==> src/rtl/chunked_wide_adder_pkg.sv <==
// rtl/chunked_wide_adder_pkg.sv - shared state encoding and width helpers for the chunked wide adder
package chunked_wide_adder_pkg;

    typedef enum logic [1:0] {
        ST_IDLE = 2'd0,
        ST_RUN  = 2'd1,
        ST_DONE = 2'd2
    } state_t;

    function automatic int total_width(input int n, input int words);
        return n * words;
    endfunction

    // Chunk index never needs fewer than one bit.
    function automatic int idx_width(input int words);
        return (words <= 2) ? 1 : $clog2(words);
    endfunction

endpackage

==> src/rtl/chunked_wide_adder_if.sv <==
// rtl/chunked_wide_adder_if.sv - request/result bundle between a requester and the chunked wide adder
interface chunked_wide_adder_if #(
    parameter int N     = 8,
    parameter int WORDS = 4
);
    localparam int W = N * WORDS;

    logic         start;
    logic [W-1:0] a;
    logic [W-1:0] b;
    logic         c_in;
    logic         busy;
    logic         done;
    logic [W-1:0] sum;
    logic         c_out;
    logic         ovf;

    modport master (
        output start, a, b, c_in,
        input  busy, done, sum, c_out, ovf
    );

    modport slave (
        input  start, a, b, c_in,
        output busy, done, sum, c_out, ovf
    );
endinterface

==> src/rtl/chunked_wide_adder_ripple.sv <==
// rtl/chunked_wide_adder_ripple.sv - N-bit ripple-carry adder built from chained full adders
module N_bit_Ripple_adder #(
    parameter int N = 8
) (
    input  logic [N-1:0] a,
    input  logic [N-1:0] b,
    input  logic         cin,
    output logic [N-1:0] sum,
    output logic         cout
);
    logic [N:0] carry;

    assign carry[0] = cin;

    for (genvar i = 0; i < N; i++) begin : g_fa
        assign sum[i]     = a[i] ^ b[i] ^ carry[i];
        assign carry[i+1] = (a[i] & b[i]) | (carry[i] & (a[i] ^ b[i]));
    end

    assign cout = carry[N];
endmodule

==> src/rtl/chunked_wide_adder.sv <==
// rtl/chunked_wide_adder.sv - W-bit adder that reuses one N-bit ripple adder over WORDS cycles, LS chunk first
module chunked_wide_adder
    import chunked_wide_adder_pkg::*;
#(
    parameter int N     = 8,
    parameter int WORDS = 4
) (
    input  logic                 clk,
    input  logic                 rst_n,
    chunked_wide_adder_if.slave  bus
);
    localparam int W  = total_width(N, WORDS);
    localparam int IW = idx_width(WORDS);

    state_t          state_q, state_d;
    logic [IW-1:0]   idx_q, idx_d;
    logic            carry_q, carry_d;
    logic [W-1:0]    a_q, a_d;
    logic [W-1:0]    b_q, b_d;
    logic [W-1:0]    work_q, work_d;
    logic [W-1:0]    sum_q, sum_d;
    logic            c_out_q, c_out_d;
    logic            ovf_q, ovf_d;

    logic [N-1:0]    chunk_sum;
    logic            chunk_cout;

    N_bit_Ripple_adder #(.N(N)) u_ripple (
        .a    (a_q[idx_q*N +: N]),
        .b    (b_q[idx_q*N +: N]),
        .cin  (carry_q),
        .sum  (chunk_sum),
        .cout (chunk_cout)
    );

    always_comb begin
        state_d = state_q;
        idx_d   = idx_q;
        carry_d = carry_q;
        a_d     = a_q;
        b_d     = b_q;
        work_d  = work_q;
        sum_d   = sum_q;
        c_out_d = c_out_q;
        ovf_d   = ovf_q;

        case (state_q)
            // DONE accepts a new request directly so back-to-back adds skip IDLE.
            ST_IDLE, ST_DONE: begin
                if (bus.start) begin
                    a_d     = bus.a;
                    b_d     = bus.b;
                    carry_d = bus.c_in;
                    idx_d   = '0;
                    state_d = ST_RUN;
                end else begin
                    state_d = ST_IDLE;
                end
            end
            ST_RUN: begin
                work_d[idx_q*N +: N] = chunk_sum;
                carry_d              = chunk_cout;
                if (idx_q == IW'(WORDS - 1)) begin
                    idx_d   = '0;
                    sum_d   = work_d;
                    c_out_d = chunk_cout;
                    ovf_d   = (a_q[W-1] == b_q[W-1]) && (work_d[W-1] != a_q[W-1]);
                    state_d = ST_DONE;
                end else begin
                    idx_d = idx_q + IW'(1);
                end
            end
            default: state_d = ST_IDLE;
        endcase
    end

    always_ff @(posedge clk or negedge rst_n) begin
        if (!rst_n) begin
            state_q <= ST_IDLE;
            idx_q   <= '0;
            carry_q <= 1'b0;
            a_q     <= '0;
            b_q     <= '0;
            work_q  <= '0;
            sum_q   <= '0;
            c_out_q <= 1'b0;
            ovf_q   <= 1'b0;
        end else begin
            state_q <= state_d;
            idx_q   <= idx_d;
            carry_q <= carry_d;
            a_q     <= a_d;
            b_q     <= b_d;
            work_q  <= work_d;
            sum_q   <= sum_d;
            c_out_q <= c_out_d;
            ovf_q   <= ovf_d;
        end
    end

    assign bus.busy  = (state_q == ST_RUN);
    assign bus.done  = (state_q == ST_DONE);
    assign bus.sum   = sum_q;
    assign bus.c_out = c_out_q;
    assign bus.ovf   = ovf_q;
endmodule
==> src/flat_wrapper.sv <==
// flat-port wrapper written by rule: the top's interface ports become plain ports
module chunked_wide_adder_flat import chunked_wide_adder_pkg::*;
#(
    parameter int N     = 8,
    parameter int WORDS = 4
)
  (clk, rst_n, bus_start, bus_a, bus_b, bus_c_in, bus_busy, bus_done, bus_sum, bus_c_out, bus_ovf);
  chunked_wide_adder_if #(.N(N), .WORDS(WORDS)) bus_i ();
  input  logic clk;
  input  logic rst_n;
  input wire logic [$bits(bus_i.start)-1:0] bus_start;
  input wire logic [$bits(bus_i.a)-1:0] bus_a;
  input wire logic [$bits(bus_i.b)-1:0] bus_b;
  input wire logic [$bits(bus_i.c_in)-1:0] bus_c_in;
  output wire logic [$bits(bus_i.busy)-1:0] bus_busy;
  output wire logic [$bits(bus_i.done)-1:0] bus_done;
  output wire logic [$bits(bus_i.sum)-1:0] bus_sum;
  output wire logic [$bits(bus_i.c_out)-1:0] bus_c_out;
  output wire logic [$bits(bus_i.ovf)-1:0] bus_ovf;
  assign bus_i.start = bus_start;
  assign bus_i.a = bus_a;
  assign bus_i.b = bus_b;
  assign bus_i.c_in = bus_c_in;
  assign bus_busy = bus_i.busy;
  assign bus_done = bus_i.done;
  assign bus_sum = bus_i.sum;
  assign bus_c_out = bus_i.c_out;
  assign bus_ovf = bus_i.ovf;
  chunked_wide_adder #(.N(N), .WORDS(WORDS)) u_core (.clk(clk), .rst_n(rst_n), .bus(bus_i));
endmodule
==> config.mk <==
export PLATFORM = sky130hd
export DESIGN_NAME = chunked_wide_adder_flat
export DESIGN_NICKNAME = d
export VERILOG_FILES = /design/src/rtl/chunked_wide_adder_pkg.sv /design/src/rtl/chunked_wide_adder_if.sv /design/src/rtl/chunked_wide_adder_ripple.sv /design/src/rtl/chunked_wide_adder.sv /design/src/flat_wrapper.sv
export SDC_FILE = /design/constraint.sdc
export NUM_CORES = 1
export LEC_CHECK = 0
export CAP_MARGIN = 20
export CORE_ASPECT_RATIO = 1.4
export CORE_MARGIN = 5
export CORE_UTILIZATION = 45
export CTS_BUF_LIST = sky130_fd_sc_hd__clkbuf_2
export DETAILED_ROUTE_END_ITERATION = 7
export PLACE_DENSITY = 0.82
export SYNTH_ARGS = -nofsm -noshare
export SYNTH_HDL_FRONTEND = slang
export SYNTH_HIERARCHICAL = 1
export SYNTH_SLANG_ARGS = --single-unit
export TNS_END_PERCENT = 30
==> constraint.sdc <==
create_clock -name clk -period 5.3 [get_ports clk]
set_input_delay 1.06 -clock clk [delete_from_list [all_inputs] [get_ports clk]]
set_output_delay 1.06 -clock clk [all_outputs]
set_load 0.02 [all_outputs]
==> impl_metrics.csv, run 1 <==
group,metric,value,unit
critical_path,critPathKind,"reg2reg",
timing,slew_headroom,0.581,
placement,dpl.hpwl,10.6,mm
synth,synth_compound_area_frac,0.103,
final_layout,final_core_util,0.566,
critical_path,critPathRequiredTime,5.90,ns
timing,fin_worst_skew,0.0429,ns
grt,grt_usage,0.191,
power,ir_drop,584,uV
grt,grt_pass1_vias,4855,
timing,fin_crit_sh,0.905,
critical_path,worstPathArrival,5.40,ns
synth,synth-seq-area-share,0.550,
synth,synthesis.nets,693,
clock_tree,numCtsBuffers,17,
synth,synthCells,611,
synth,synth_xor_area_frac,0,
synth,synth_top_family_by_area,"simple AND/OR/NAND/NOR gates",
timing,fin_crit,4.80,ns
synth,ys_ff_latch,135,
final_layout,drive_gt1_frac,0.0926,
grt,grt.busiest_layer,"met2",
route,drt_pre_antenna_iters,4,
timing,rsz0062_at_grt,"false",
final_layout,area_growth,23.2,%
timing,tightest_slew,0.629,ns
route,routed_wl,14.5,mm
clock_tree,clk_pin_slew_worst_paths,0.21,ns
clock_tree,htree_levels,4,
critical_path,cp_max_fo,9,
grt,grt-ovfl-total,0,
clock_tree,cts_hold_buf,0,
route,vias_per_cell,5.20,
power,leakage,3.56,nW
clock_tree,post_cts_resize_count,0,
die,num_rows,50,
synth,synth_mux_area_frac,0.0621,
power,power.total,4.91,mW
placement,port_buffers,103,
clock_tree,worst_skew_pair.late_latency,0.70,ns
synth,synthAdderAreaFrac,0.0383,
critical_path,endpoint_kind,"register",
synth,ys_warn_count,6,
timing,tns,0,ns
synth,synthesis.area,6150,um2
timing,finalHoldViolations,0,
route,drc,0,
die,ios,104,
clock_tree,postCtsSetupRepairBufs,0,
critical_path,start_kind,"register",
clock_tree,cts.sinks,135,
route,drtAntennaViolNets,0,
placement,place_congestion,0.851,
final_layout,final_common_cell,"nand2_1",
synth,ys_types,33,
power,power.density,648,nW/um2
grt,antenna_found_initial,1,
run,drv_cap,0,
clock_tree,cts_tree,"done",
route,dr.first_iter.drc_count,250,
die,initial_utilization,0.459,
die,die_w,109,um
synth,synth_edf_count,0,
hold_path,hp-class,"in2async",
synth,yosys_most_used_dff,"dfrtp_1",
die,die_h,148,um
grt,grt_pass1_wl,24.0,mm
clock_tree,clockBufferDepth,2,
grt,grt_use_met1,0.231,
final_layout,mostFrequentLayoutCells,"nand2_1 (235), dfrtp_1 (135), clkdlybuf4s50_1 (102), o21ai_0 (34), nor2b_1 (33)",
status,status,"complete, no violations",
clock_tree,root_buffer,"clkbuf_2",
route,num_vias,4662,
grt,use_met2,0.325,
synth,synthArstFlopShare,1.00,
timing,drv_slew,0,
grt,use_met3,0.0430,
synth,yosys.area_share.simple,0.207,
grt,grt_max_degree,96,
timing,fmax,0.208,GHz
die,dieArea,16100,um2
synth,syn_avg_cell_area,10.1,um2
final_layout,final_nets,782,
route,wl_per_cell,16.2,um
die,core,13400,um2
timing,setup_viol,0,
==> final timing paths <==
kind	from	end	slack, ns	cells past startpoint
worst max-delay path	u_core/idx_q[0]$_DFFE_PN0P_	u_core/bus.sum[7]$_DFFE_PN0P_	0.50	15
worst min-delay path	rst_n	u_core/bus.sum[18]$_DFFE_PN0P_	0.25	1
worst max register to register	u_core/idx_q[0]$_DFFE_PN0P_	u_core/bus.sum[7]$_DFFE_PN0P_	0.50	15
worst min register to register	u_core/a_q[3]$_DFFE_PN0P_	u_core/a_q[3]$_DFFE_PN0P_	0.50	2
max in group asynchronous	rst_n	u_core/bus.sum[9]$_DFFE_PN0P_	4.17	2
min in group clk	u_core/a_q[3]$_DFFE_PN0P_	u_core/a_q[3]$_DFFE_PN0P_	0.50	2
==> synthesized netlist by cell type, types with 3 or more instances <==
cell type  instances  area, um2
buf_1              4       15.0
buf_4              4       30.0
ha_1               6       75.1
fa_1               8        160
buf_2              3       15.0
clkbuf_1          24       90.1
a21oi_1           32        160
nor2b_1           34        213
o21ai_0           34        170
nand2_1          235        882
nor4_4             3       63.8
clkbuf_2           6       30.0
a22o_1            31        272
inv_1             13       48.8
dfrtp_1          135       3380
mux4_2            16        360
nand2b_1           3       18.8
==> where the power goes <==
part           internal (mW)  leakage, nW  switching (mW)  total (mW)
registers               1.43         1.76           0.260        1.69
logic                  0.975         1.66            1.62        2.60
clock network          0.260        0.147           0.365       0.624
total                   2.66         3.56            2.25        4.91
==> per-layer routing <==
layer | share of wire | vias up | wire [um]
met4 | 0.025 | 0 | 369
met2 | 0.53 | 161 | 7700
met3 | 0.053 | 27 | 773
met1 | 0.39 | 2270 | 5640
li1 | - | 2204 | -
met5 | 0 | - | 0
==> final cells by class <==
| type | instances | area [um2] |
|---|---|---|
| Antenna cell | 1 | 2.50 |
| Tap cell | 182 | 228 |
| Clock inverter | 14 | 159 |
| Fill cell | 1175 | 5820 |
| Sequential cell | 135 | 3380 |
| Multi-Input combinational cell | 420 | 2530 |
| Inverter | 14 | 52.6 |
| Clock buffer | 18 | 90.1 |
| Timing Repair Buffer | 112 | 1130 |
==> metrics by stage <==
| stage | std cells | hold WS [ns] | instance area [um2] | setup slack [ns] |
|---|---|---|---|---|
| 4_1_cts | 893 | 0.503 | 7520 | 0.555 |
| 3_3_place_gp | 861 | 0.456 | 7270 | 0.696 |
| 5_1_grt | 896 | 0.198 | 7570 | 0.281 |
| 2_1_floorplan | 611 | 0.440 | 6150 | 0.251 |
| 3_5_place_dp | 861 | 0.463 | 7270 | 0.570 |
| 6_report | 896 | 0.252 | 7570 | 0.503 |
==> state kept, by name, summed over array words and instances, names as in the netlist <==
signal,cells
u_core/work_q,32
u_core/idx_q,2
u_core/carry_q,1
u_core/b_q,32
u_core/a_q,32
u_core/bus.c_out,1
u_core/bus.ovf,1
u_core/state_q,2
u_core/bus.sum,32
==> critical path, cell delays in order (launching register included) <==
cell and delay, ns:
dfrtp_1 0.47, mux4_2 0.55, fa_1 0.43, inv_1 0.08, fa_1 0.18, inv_1 0.06
fa_1 0.38, fa_1 0.40, fa_1 0.40, fa_1 0.40, fa_1 0.38, inv_1 0.08
fa_1 0.40, inv_1 0.23, a21oi_1 0.11, o21ai_0 0.19
==> cells by family after synthesis <==
logic type	after synthesis
adder cells (fa/ha/maj)	14
flip-flops	135
buffers and inverters	56
AND/OR/NAND/NOR	287
multiplexers	18
AO/OA/AOI/OAI	101
Note: power is estimated with default switching activity, not from simulation.
==> inputs of run 2 (changes only) <==
- CTS_CLUSTER_SIZE: not set -> 28
- PLACE_DENSITY: 0.82 -> 0.79
- REMOVE_ABC_BUFFERS: not set -> 1
- clock period: 5.3 -> 5.15 ns (I/O delays scaled with it)
==> impl_metrics.csv, run 2 (same netlist as run 1, synthesis figures left out) <==
group,metric,value,unit
final_layout,mostFrequentLayoutCells,"nand2_1 (235), dfrtp_1 (135), clkdlybuf4s50_1 (102), o21ai_0 (34), nor2b_1 (33)",
route,routed_wl,14.0,mm
final_layout,diodes,0,
die,die_w,109,um
critical_path,reg2reg_depth,15,
critical_path,endpoint_kind,"register",
grt,grt-ovfl-total,0,
route,dr.first_iter.drc_count,189,
die,num_rows,50,
clock_tree,clockBufferDepth,2,
hold_path,worstHoldEndpoint,"u_core/a_q[14]$_DFFE_PN0P_",
critical_path,cp-startpoint,"u_core/idx_q[0]$_DFFE_PN0P_",
route,vias_per_cell,5.15,
final_layout,drive_gt1_frac,0.0845,
final_layout,area_growth,23.0,%
placement,placed_cell_area,7270,um2
grt,use_met2,0.307,
grt,grt_max_degree,72,
placement,port_buffers,103,
clock_tree,worst_skew_pair.late_latency,0.67,ns
hold_path,hold_depth,2,
route,drc,0,
final_layout,final_common_cell,"nand2_1",
route,wl_per_cell,15.7,um
timing,fmax,0.203,GHz
grt,grt_pass1_wl,23.5,mm
grt,grt_pass1_vias,4800,
route,drtAntennaViolNets,0,
placement,place_worst_setup_slack,0.328,ns
clock_tree,cts.sinks,135,
clock_tree,postCtsSetupRepairBufs,0,
hold_path,min-delay-start,"u_core/a_q[14]$_DFFE_PN0P_",
die,initial_utilization,0.459,
clock_tree,numCtsBuffers,17,
timing,rsz0062_at_grt,"false",
grt,antenna_found_initial,0,
clock_tree,htree_levels,4,
run,drv_cap,0,
critical_path,reg2reg_slack,0.23,ns
grt,grt.busiest_layer,"met2",
grt,use_met3,0.0391,
grt,grt_usage,0.184,
die,core,13400,um2
status,status,"complete, no violations",
critical_path,worstPathArrival,5.50,ns
grt,grt_use_met1,0.237,
critical_path,start_kind,"register",
critical_path,critPathRequiredTime,5.73,ns
critical_path,critPathKind,"reg2reg",
timing,tightest_slew,0.918,ns
die,ios,104,
hold_path,hp-class,"reg2reg",
placement,dpl.hpwl,10.1,mm
clock_tree,root_buffer,"clkbuf_2",
critical_path,worstReg2RegEnd,"u_core/bus.sum[15]$_DFFE_PN0P_",
critical_path,timing.rr.start,"u_core/idx_q[0]$_DFFE_PN0P_",
timing,fin_worst_skew,0.0309,ns
timing,setup_viol,0,
placement,dp.cells,860,
critical_path,cp_max_fo,9,
timing,fin_crit,4.92,ns
power,leakage,3.54,nW
timing,setup_slack,0.231,ns
die,dieArea,16100,um2
final_layout,instances_no_fill,892,
power,power.density,666,nW/um2
final_layout,final_nets,780,
timing,finalHoldViolations,0,
power,ir_drop,387,uV
timing,fin_crit_sh,0.955,
timing,drv_slew,0,
clock_tree,cts_tree,"done",
timing,slew_headroom,0.387,
placement,place_congestion,0.801,
route,drt_pre_antenna_iters,5,
route,num_vias,4597,
die,die_h,148,um
final_layout,final_core_util,0.564,
clock_tree,clk_pin_slew_worst_paths,0.19,ns
final_layout,design_area,7560,um2
## run 2: power by group
| group | switching (mW) | total (mW) | internal [mW] |
|---|---|---|---|
| Combinational | 1.63 | 2.62 | 0.991 |
| Clock | 0.381 | 0.692 | 0.311 |
| Sequential | 0.253 | 1.72 | 1.47 |
## run 2: how the worst max path moves through the flow
stage                                           to  slack [ns]
finish              u_core/bus.sum[15]$_DFFE_PN0P_        0.23
global placement        u_core/bus.ovf$_DFFE_PN0P_        0.49
global route        u_core/bus.sum[15]$_DFFE_PN0P_        0.01
detailed placement  u_core/bus.sum[15]$_DFFE_PN0P_        0.33
floorplan               u_core/bus.ovf$_DFFE_PN0P_      -0.007
CTS                 u_core/bus.sum[15]$_DFFE_PN0P_        0.25
## run 2: metal layers
metal	part of all wire	up-vias
li1	-	2185
met1	0.40	2219
met2	0.52	163
met3	0.053	30
met4	0.030	0
met5	0	-
## run 2: what timing repair did
action / CTS / global route
setup endpoints to repair: 0 / 3
endpoints found under the hold margin: 0 / 0
resized for setup: 0 / 1
hold buffers: 0 / 0
## run 2: area by class of cell
cell class              instances  area, um2
clock buffers                  17       85.1
well taps                     182        228
inverters                      14       52.6
fillers                      1169       5830
clock inverters                14        183
multi-input cells             420       2530
repair buffers                110       1100
flip-flops and latches        135       3380
## run 2: through the flow
stage	total power [mW]	hold WS (ns)	TNS [ns]
floorplan	3.35	0.440	-0.00678
global placement	4.21	0.453	0
detailed placement	4.35	0.461	0
CTS	5.04	0.495	0
global route	5.40	0.527	0
finish	5.03	0.500	0
## run 2: worst max-delay path, stage by stage, from the launching register on
cell     delay, ns
dfrtp_1       0.47
mux4_2        0.54
fa_1          0.46
inv_1         0.09
fa_1          0.19
inv_1         0.07
fa_1          0.38
fa_1          0.38
fa_1          0.40
fa_1          0.40
fa_1          0.38
inv_1         0.08
fa_1          0.41
inv_1         0.26
a21oi_1       0.13
o21ai_0       0.19
==> inputs of run 3 (changes only) <==
- CELL_PAD_IN_SITES_DETAIL_PLACEMENT: not set -> 0
- CELL_PAD_IN_SITES_GLOBAL_PLACEMENT: not set -> 2
- CORE_UTILIZATION: 45 -> 35
- CTS_BUF_LIST: sky130_fd_sc_hd__clkbuf_2 -> sky130_fd_sc_hd__clkbuf_8
- PLACE_DENSITY: 0.79 -> 0.93
==> impl_metrics.csv, run 3 (same netlist as run 1, synthesis figures left out) <==
group,metric,value,unit
status,status,"complete, no violations",
timing,tightest_slew,0.923,ns
critical_path,worstPathArrival,5.18,ns
power,ir_drop,420,uV
clock_tree,clockBufferDepth,2,
timing,rsz0062_at_grt,"false",
clock_tree,cts_hold_buf,0,
hold_path,hp-class,"reg2reg",
placement,port_buffers,103,
power,power.density,673,nW/um2
grt,grt_max_degree,101,
power,leakage,3.61,nW
critical_path,critPathSlowestCell,"mux4_2",
grt,grt-ovfl-total,0,
critical_path,path_buf_inv,4,
hold_path,hold_depth,2,
route,wl_per_cell,15.5,um
clock_tree,worst_skew_pair.late_latency,0.43,ns
power,power.total,5.23,mW
run,drv_cap,0,
die,dieArea,20300,um2
final_layout,drive_gt1_frac,0.0886,
timing,fin_crit_sh,0.941,
critical_path,start_kind,"register",
clock_tree,post_cts_resize_count,0,
timing,slew_headroom,0.383,
critical_path,critPathRequiredTime,5.48,ns
final_layout,final_nets,781,
clock_tree,clk_pin_slew_worst_paths,0.07,ns
grt,grt_usage,0.150,
timing,fmax,0.206,GHz
final_layout,area_growth,26.4,%
final_layout,num-fill-cells,1659,
clock_tree,cts.sinks,135,
timing,fin_worst_skew,0.00729,ns
timing,setup_viol,0,
clock_tree,postCtsSetupRepairBufs,0,
power,clkPwrFrac,0.167,
placement,dp.cells,915,
hold_path,min-delay-start,"u_core/b_q[14]$_DFFE_PN0P_",
critical_path,path_delay_family,"adder cells",
route,num_vias,4506,
power,switching_share,0.434,
die,core,17300,um2
clock_tree,cts_tree,"done",
route,routed_wl,14.7,mm
clock_tree,numCtsBuffers,17,
final_layout,instances_no_fill,947,
route,vias_per_cell,4.76,
final_layout,mostFrequentLayoutCells,"nand2_1 (235), dfrtp_1 (135), clkdlybuf4s50_1 (102), o21ai_0 (34), nor2b_1 (33)",
critical_path,endpoint_kind,"register",
grt,grt_pass1_vias,4804,
route,drtAntennaViolNets,0,
die,ios,104,
clock_tree,root_buffer,"clkbuf_8",
hold_path,worstHoldEndpoint,"u_core/b_q[14]$_DFFE_PN0P_",
timing,drv_slew,0,
power,p_int,2.96,mW
final_layout,final_core_util,0.448,
route,drc,0,
die,die_h,167,um
power,seq_power_share,0.329,
critical_path,reg2reg_slack,0.30,ns
critical_path,max_stage_delay,0.56,ns
critical_path,worstReg2RegEnd,"u_core/bus.sum[31]$_DFFE_PN0P_",
clock_tree,htree_levels,4,
die,num_rows,57,
critical_path,path_common_cell,"fa_1",
power,netSwitchingPower,2.27,mW
placement,place_congestion,0.768,
grt,grt_pass1_wl,24.2,mm
die,die_w,122,um
critical_path,reg2reg_depth,15,
route,drt_pre_antenna_iters,4,
critical_path,cp_max_fo,9,
placement,dpl.hpwl,10.6,mm
critical_path,critPathKind,"reg2reg",
timing,finalHoldViolations,0,
critical_path,crit_chain,"mux4_2 > fa_1 > inv_1 > fa_1 > inv_1 > fa_1 > fa_1 > fa_1 > fa_1 > fa_1 > inv_1 > fa_1 > inv_1 > a21oi_1 > o21ai_0",
grt,antenna_found_initial,0,
die,initial_utilization,0.355,
final_layout,diodes,0,
critical_path,timing.rr.start,"u_core/idx_q[0]$_DFFE_PN0P_",
power,combPwrFrac,0.504,
route,dr.first_iter.drc_count,221,
final_layout,final_common_cell,"nand2_1",
timing,fin_crit,4.85,ns
## run 3: worst max path at each step
stage,startpoint,to,slack (ns),depth (start not counted)
6_report,u_core/idx_q[0]$_DFFE_PN0P_,u_core/bus.sum[31]$_DFFE_PN0P_,0.30,15
5_1_grt,u_core/idx_q[0]$_DFFE_PN0P_,u_core/bus.sum[23]$_DFFE_PN0P_,0.07,15
4_1_cts,u_core/idx_q[0]$_DFFE_PN0P_,u_core/bus.ovf$_DFFE_PN0P_,0.30,15
3_5_place_dp,u_core/idx_q[0]$_DFFE_PN0P_,u_core/bus.ovf$_DFFE_PN0P_,0.31,15
3_3_place_gp,u_core/idx_q[0]$_DFFE_PN0P_,u_core/bus.ovf$_DFFE_PN0P_,0.50,15
2_1_floorplan,u_core/idx_q[0]$_DFFE_PN0P_,u_core/bus.ovf$_DFFE_PN0P_,-0.007,15
## run 3: final cells by class
class	instances	area, um2	share of cell area
tap	236	295	0.0380
multi-input combinational	420	2530	0.326
timing repair buffer	111	1110	0.143
clock inverter	9	100	0.0129
clock buffer	22	303	0.0390
inverter	14	52.6	0.00676
sequential	135	3380	0.435
## run 3: worst min-delay path, stage by stage (launching register included)
cell	delay (ns)
dfrtp_1	0.34
nand2_1	0.05
nand2_1	0.05
## run 3: power by group through the flow
stage	clock network (mW)	logic (mW)	registers, mW
final	0.872	2.64	1.72
after global routing	0.935	2.89	1.77
after CTS	0.896	2.66	1.73
after detailed placement	0	2.65	1.74
after global placement	0	2.59	1.71
after floorplan	0	1.54	1.81
## run 3: routing by layer
metal	part of all wire	GRT usage	vias to the layer above
met5	0	0	-
met4	0.015	0.0478	0
met3	0.040	0.0356	16
met2	0.52	0.257	100
met1	0.43	0.186	2203
li1	-	-	2187
## run 3: per-stage QoR
| step | cell area (um2) | setup WS (ns) | setup TNS [ns] | hold WS (ns) |
|---|---|---|---|---|
| final | 7770 | 0.303 | 0 | 0.472 |
| after global routing | 7770 | 0.0671 | 0 | 0.499 |
| after CTS | 7760 | 0.303 | 0 | 0.480 |
| after detailed placement | 7360 | 0.312 | 0 | 0.462 |
| after global placement | 7340 | 0.496 | 0 | 0.455 |
| after floorplan | 5950 | -0.00673 | -0.00678 | 0.440 |
